==> src/rtl/pwm_pkg.sv <==
// Shared definitions for the PWM generator/capture pair.
// Provides the capture FSM state type and the default PWM counter width.
package pwm_pkg;

  localparam int PWM_WIDTH = 16;

  typedef enum logic [1:0] {
    ACQ,
    HIGH,
    LOW
  } cap_state_t;

endpackage

==> src/rtl/sync_edge.sv <==
// Synchronizes an asynchronous input and flags its edges.
// Ports: clk, rst_n (async, active low), d (async input),
//        level (synchronized d), rise/fall (one-cycle edge flags).
module sync_edge #(
  parameter int SYNC_STAGES = 2
) (
  input  logic clk,
  input  logic rst_n,
  input  logic d,
  output logic level,
  output logic rise,
  output logic fall
);

  logic [SYNC_STAGES-1:0] sync;
  logic                   level_d;

  always_ff @(posedge clk or negedge rst_n) begin
    if (!rst_n) begin
      sync    <= '0;
      level_d <= 1'b0;
    end else begin
      sync    <= {sync[SYNC_STAGES-2:0], d};
      level_d <= sync[SYNC_STAGES-1];
    end
  end

  assign level = sync[SYNC_STAGES-1];
  assign rise  = level & ~level_d;
  assign fall  = ~level & level_d;

endmodule

==> src/rtl/pwm_capture16.sv <==
// Measures high time and period of an asynchronous PWM input in clk cycles.
// Ports: clk, rst_n (async, active low), pwm_in (async), high_cnt,
//        period_cnt (period-1), valid (strobe), stuck_hi, stuck_lo.
module pwm_capture16
  import pwm_pkg::*;
#(
  parameter int WIDTH       = PWM_WIDTH,
  parameter int SYNC_STAGES = 2
) (
  input  logic             clk,
  input  logic             rst_n,
  input  logic             pwm_in,
  output logic [WIDTH-1:0] high_cnt,
  output logic [WIDTH-1:0] period_cnt,
  output logic             valid,
  output logic             stuck_hi,
  output logic             stuck_lo
);

  localparam logic [WIDTH-1:0] ONES = '1;

  cap_state_t       state;
  logic [WIDTH-1:0] pcnt;
  logic [WIDTH-1:0] hcnt;
  logic             armed;
  logic             level;
  logic             rise;
  logic             fall;
  logic             tmo;

  sync_edge #(
    .SYNC_STAGES(SYNC_STAGES)
  ) u_sync (
    .clk  (clk),
    .rst_n(rst_n),
    .d    (pwm_in),
    .level(level),
    .rise (rise),
    .fall (fall)
  );

  assign tmo = (pcnt == ONES) && !rise;

  always_ff @(posedge clk or negedge rst_n) begin
    if (!rst_n) begin
      state      <= ACQ;
      pcnt       <= '0;
      hcnt       <= '0;
      armed      <= 1'b1;
      high_cnt   <= '0;
      period_cnt <= '0;
      valid      <= 1'b0;
      stuck_hi   <= 1'b0;
      stuck_lo   <= 1'b0;
    end else begin
      valid <= 1'b0;
      unique case (state)
        ACQ: begin
          if (rise) begin
            state <= HIGH;
            pcnt  <= '0;
            hcnt  <= WIDTH'(1);
            armed <= 1'b1;
          end else if (armed) begin
            // One timeout report per silent stretch; a rise re-arms it.
            if (tmo) begin
              stuck_lo   <= 1'b1;
              high_cnt   <= '0;
              period_cnt <= ONES;
              valid      <= 1'b1;
              armed      <= 1'b0;
            end else begin
              pcnt <= pcnt + 1'b1;
            end
          end
        end
        HIGH: begin
          if (tmo) begin
            stuck_hi   <= 1'b1;
            high_cnt   <= ONES;
            period_cnt <= ONES;
            valid      <= 1'b1;
            armed      <= 1'b0;
            state      <= ACQ;
          end else begin
            pcnt <= pcnt + 1'b1;
            // The falling cycle itself is low, so it is not high time.
            if (level && hcnt != ONES) hcnt <= hcnt + 1'b1;
            if (fall) state <= LOW;
          end
        end
        LOW: begin
          if (rise) begin
            high_cnt   <= hcnt;
            period_cnt <= pcnt;
            valid      <= 1'b1;
            stuck_hi   <= 1'b0;
            stuck_lo   <= 1'b0;
            pcnt       <= '0;
            hcnt       <= WIDTH'(1);
            state      <= HIGH;
          end else if (tmo) begin
            stuck_lo   <= 1'b1;
            high_cnt   <= '0;
            period_cnt <= ONES;
            valid      <= 1'b1;
            armed      <= 1'b0;
            state      <= ACQ;
          end else begin
            pcnt <= pcnt + 1'b1;
          end
        end
        default: state <= ACQ;
      endcase
    end
  end

endmodule

==> config.mk <==
export PLATFORM = sky130hd
export DESIGN_NAME = pwm_capture16
export DESIGN_NICKNAME = d
export VERILOG_FILES = /design/src/rtl/pwm_pkg.sv /design/src/rtl/sync_edge.sv /design/src/rtl/pwm_capture16.sv
export SDC_FILE = /design/constraint.sdc
export NUM_CORES = 1
export LEC_CHECK = 0
export CAP_MARGIN = 10
export CORE_MARGIN = 2
export CORE_UTILIZATION = 50
export CTS_BUF_LIST = sky130_fd_sc_hd__clkbuf_2
export DETAILED_ROUTE_END_ITERATION = 8
export PLACE_DENSITY = 0.75
export REMOVE_ABC_BUFFERS = 1
export SYNTH_ARGS = -nofsm -noshare
export SYNTH_HDL_FRONTEND = slang
export SYNTH_HIERARCHICAL = 1
export SYNTH_SLANG_ARGS = --single-unit
==> constraint.sdc <==
create_clock -name clk -period 1.95 [get_ports clk]
set_input_delay 0.39 -clock clk [delete_from_list [all_inputs] [get_ports clk]]
set_output_delay 0.39 -clock clk [all_outputs]
set_load 0.05 [all_outputs]
==> metrics.txt, run 1 <==
CTS tree=done; WP data arrival=2.52 ns; R2R cell count=5; total track usage=25.8%; kind of critical path=reg -> reg; H-tree depth=3; clk sinks=73; Die Span X=89.4 µm; Place WS=-0.112 ns; sw power=3.87 mW; sequential fraction of the synthesis area=50.1%; most frequent cells in the layout=74 x buf_4, 71 x dfrtp_1, 30 x dlygate4sd2_1; RSZ-0062 raised after global routing=true; Finish-stage setup viols=27; DR vias/cell=6.17; FMAX=480 MHz; ys async rst share=100%; total global routing overflow=0; Final Slew Violations=0; Bufs and invs on worst path=0; footprint of the multi-input gates=2110 µm²; CP peak stage delay=0.70 ns; Slew @ Worst Pin=0.683 ns; WP data required=2.39 ns; Seq pwr share=27.3%; setup TNS=-0.922 ns; Clock Tree Buf Depth=2; I/O Buffers=37; clock group share of total power=12.5%; Reg clk slew, reported paths=0.22 ns; Slew headroom=54.0%; Int Pwr=4.11 mW; Max Cap Viol=0; status=finished with violations; Post-Route Skew=0.0283 ns; Hold Crit Depth=1; Fin Hold WS=0.295 ns; FF/Latch Area=1830 µm²; Final Hold Fails=0; Inserted Clock Buffers=9; Syn Inst Count=345; Starting Density=51.1%; cell mode on critical path=o31ai_4; final core utilization=74.5%; die area=7990 µm²; CP cell instances=nand4_1, nor4_1, a31oi_1, o31ai_4, o31ai_4; VDD IR max=0.000834 V; largest net degree at the start of global routing=74; Vias=3,484; Pwr Total=7.98 mW; total wire length=11.0 mm; Antenna Nets Post-Route=0; P_leak=2.29 nW; crit share post-route=107%; nets=470; Critical Path Sink Type=flop; share of the synthesized area in the top cell type=49.4%; FILL cells=455; leading cell type in the layout, fill and taps excluded=buf_4; Worst path depth=5; slowest stage cell, crit path=nor4_1; Post-synth EDFFs=0; Root Buffer=clkbuf_2; Netlist cell types=52; Yosys warning total=6; ys flop type=dfrtp_1; Tmin final=2.08 ns; synthesis-to-finish area growth=45.8%; final instance area=5320 µm²; final setup margin=-0.133 ns; PwrDens=1500 nW/µm²; Post-Layout Cell Count=565; Placed Area=4580 µm²; vias in the first global route=3,370; worst skew pair latency=0.53 ns; row count=31; failing checks=setup timing; share of layout cells above drive strength 1=36.9%; Worst Path Max Fanout=3; # DRC=0; Synth area leaders=dfrtp_1 49%, o22a_1 3.8%, o2bb2ai_1 3.8%; Worst Hold Class=in -> reg; HPWL after DPL=6.43 mm; Final GP Congestion=0.850; critical path's top delay family=simple AND/OR/NAND/NOR gates; Placed Instances=534; Die Ht=89.4 µm; Iter 0 DRT Violations=231; first-pass GRT wire length=15.8 mm; post-synth top area cell=dfrtp_1; DR WL/cell=19.4 µm; Synth Cell Area=3650 µm²; critical path startpoint category=flop; Core Footprint=7140 µm²; Comb pwr share=60.2%; syn_area_per_cell=10.6 µm²; # diodes=0; first drt pass iteration count=8; #FFs+latches synth=73; io pins=38; initial antenna violation count=0; Net Sw Frac=48.5%
[flip-flops by register name, indices dropped and copies added (netlist names), 2 cells and up]
register	flops
high_cnt	16
hcnt	16
state	2
period_cnt	16
u_sync/sync	2
pcnt	16
[path summary, 6_finish.rpt]
path                                     start        endpoint  slack, ns
worst min-delay path                    pwm_in  u_sync/sync[0]       0.29
worst max register to register         hcnt[8]        hcnt[15]      -0.13
max in group asynchronous                rst_n           armed       1.19
min in group asynchronous                rst_n         hcnt[7]       0.39
worst min register to register  u_sync/sync[0]  u_sync/sync[1]       0.39
worst max-delay path                   hcnt[8]        hcnt[15]      -0.13
[cell usage after synthesis (2+ instances only)]
cell and number:
o31ai_1 16, o22ai_1 2, nor3_1 6, or3_1 3, nor2_1 33, nand2b_1 2, o2111ai_1 3, nand2_1 17
o22a_1 16, buf_2 3, and3_1 5, a31oi_1 6, ha_1 6, nor4_1 2, o31ai_2 7, nor4bb_1 2
o41ai_1 2, inv_1 7, o211ai_1 7, nand3_1 11, xor2_1 13, o2bb2ai_1 16, and2_1 4, clkbuf_1 10
and4_1 4, buf_6 4, nand4_1 9, dfrtp_1 72, o21ai_0 11, a21oi_1 24
[power groups by stage]
stage | Sequential (mW) | Clock, mW | Combinational (mW)
5_1_grt | 2.23 | 1.06 | 5.07
4_1_cts | 2.16 | 0.990 | 4.22
3_3_place_gp | 2.17 | 0 | 4.10
6_report | 2.18 | 0.994 | 4.81
2_1_floorplan | 3.28 | 0 | 1.39
3_5_place_dp | 2.19 | 0 | 4.18
[metal layers]
layer	global-route usage, %	vias to the layer above	part of all wire, %
li1	-	1549	-
met2	46.2	160	53
met1	29.4	1732	38
met4	10.6	0	3.6
met5	0	-	0
met3	6.19	43	5.7
[area by class of cell]
class / instances / share of cell area, %
Timing Repair Buffer: 123 / 20.4
Sequential cell: 73 / 34.4
Tap cell: 99 / 2.33
Clock buffer: 9 / 0.847
Clock inverter: 7 / 1.79
Multi-Input combinational cell: 246 / 39.6
Inverter: 8 / 0.612
[timing repair]
item | CTS | global route
hold buffers | 1 | 0
cloned | 2 | 0
setup endpoints to repair | 93 | 64
resized for setup | 61 | 63
pin swaps | 5 | 25
endpoints found under the hold margin | 72 | 0
setup buffers | 9 | 5
[cells by family after synthesis]
| kind of cell | synth area share (%) |
|---|---|
| AND/OR/NAND/NOR | 14.9 |
| buffers and inverters | 3.91 |
| AO/OA/AOI/OAI | 24.7 |
| multiplexers | 0.892 |
| flip-flops | 50.1 |
| XOR/XNOR | 3.36 |
| adder cells (fa/ha/maj) | 2.06 |
No activity file was read; power rests on OpenSTA's default activity.
==> inputs of run 2 (changes only) <==
- SLEW_MARGIN: default -> 20
==> results of run 2 <==
The final DEF is identical to that of run 1; final timing and power are the same.
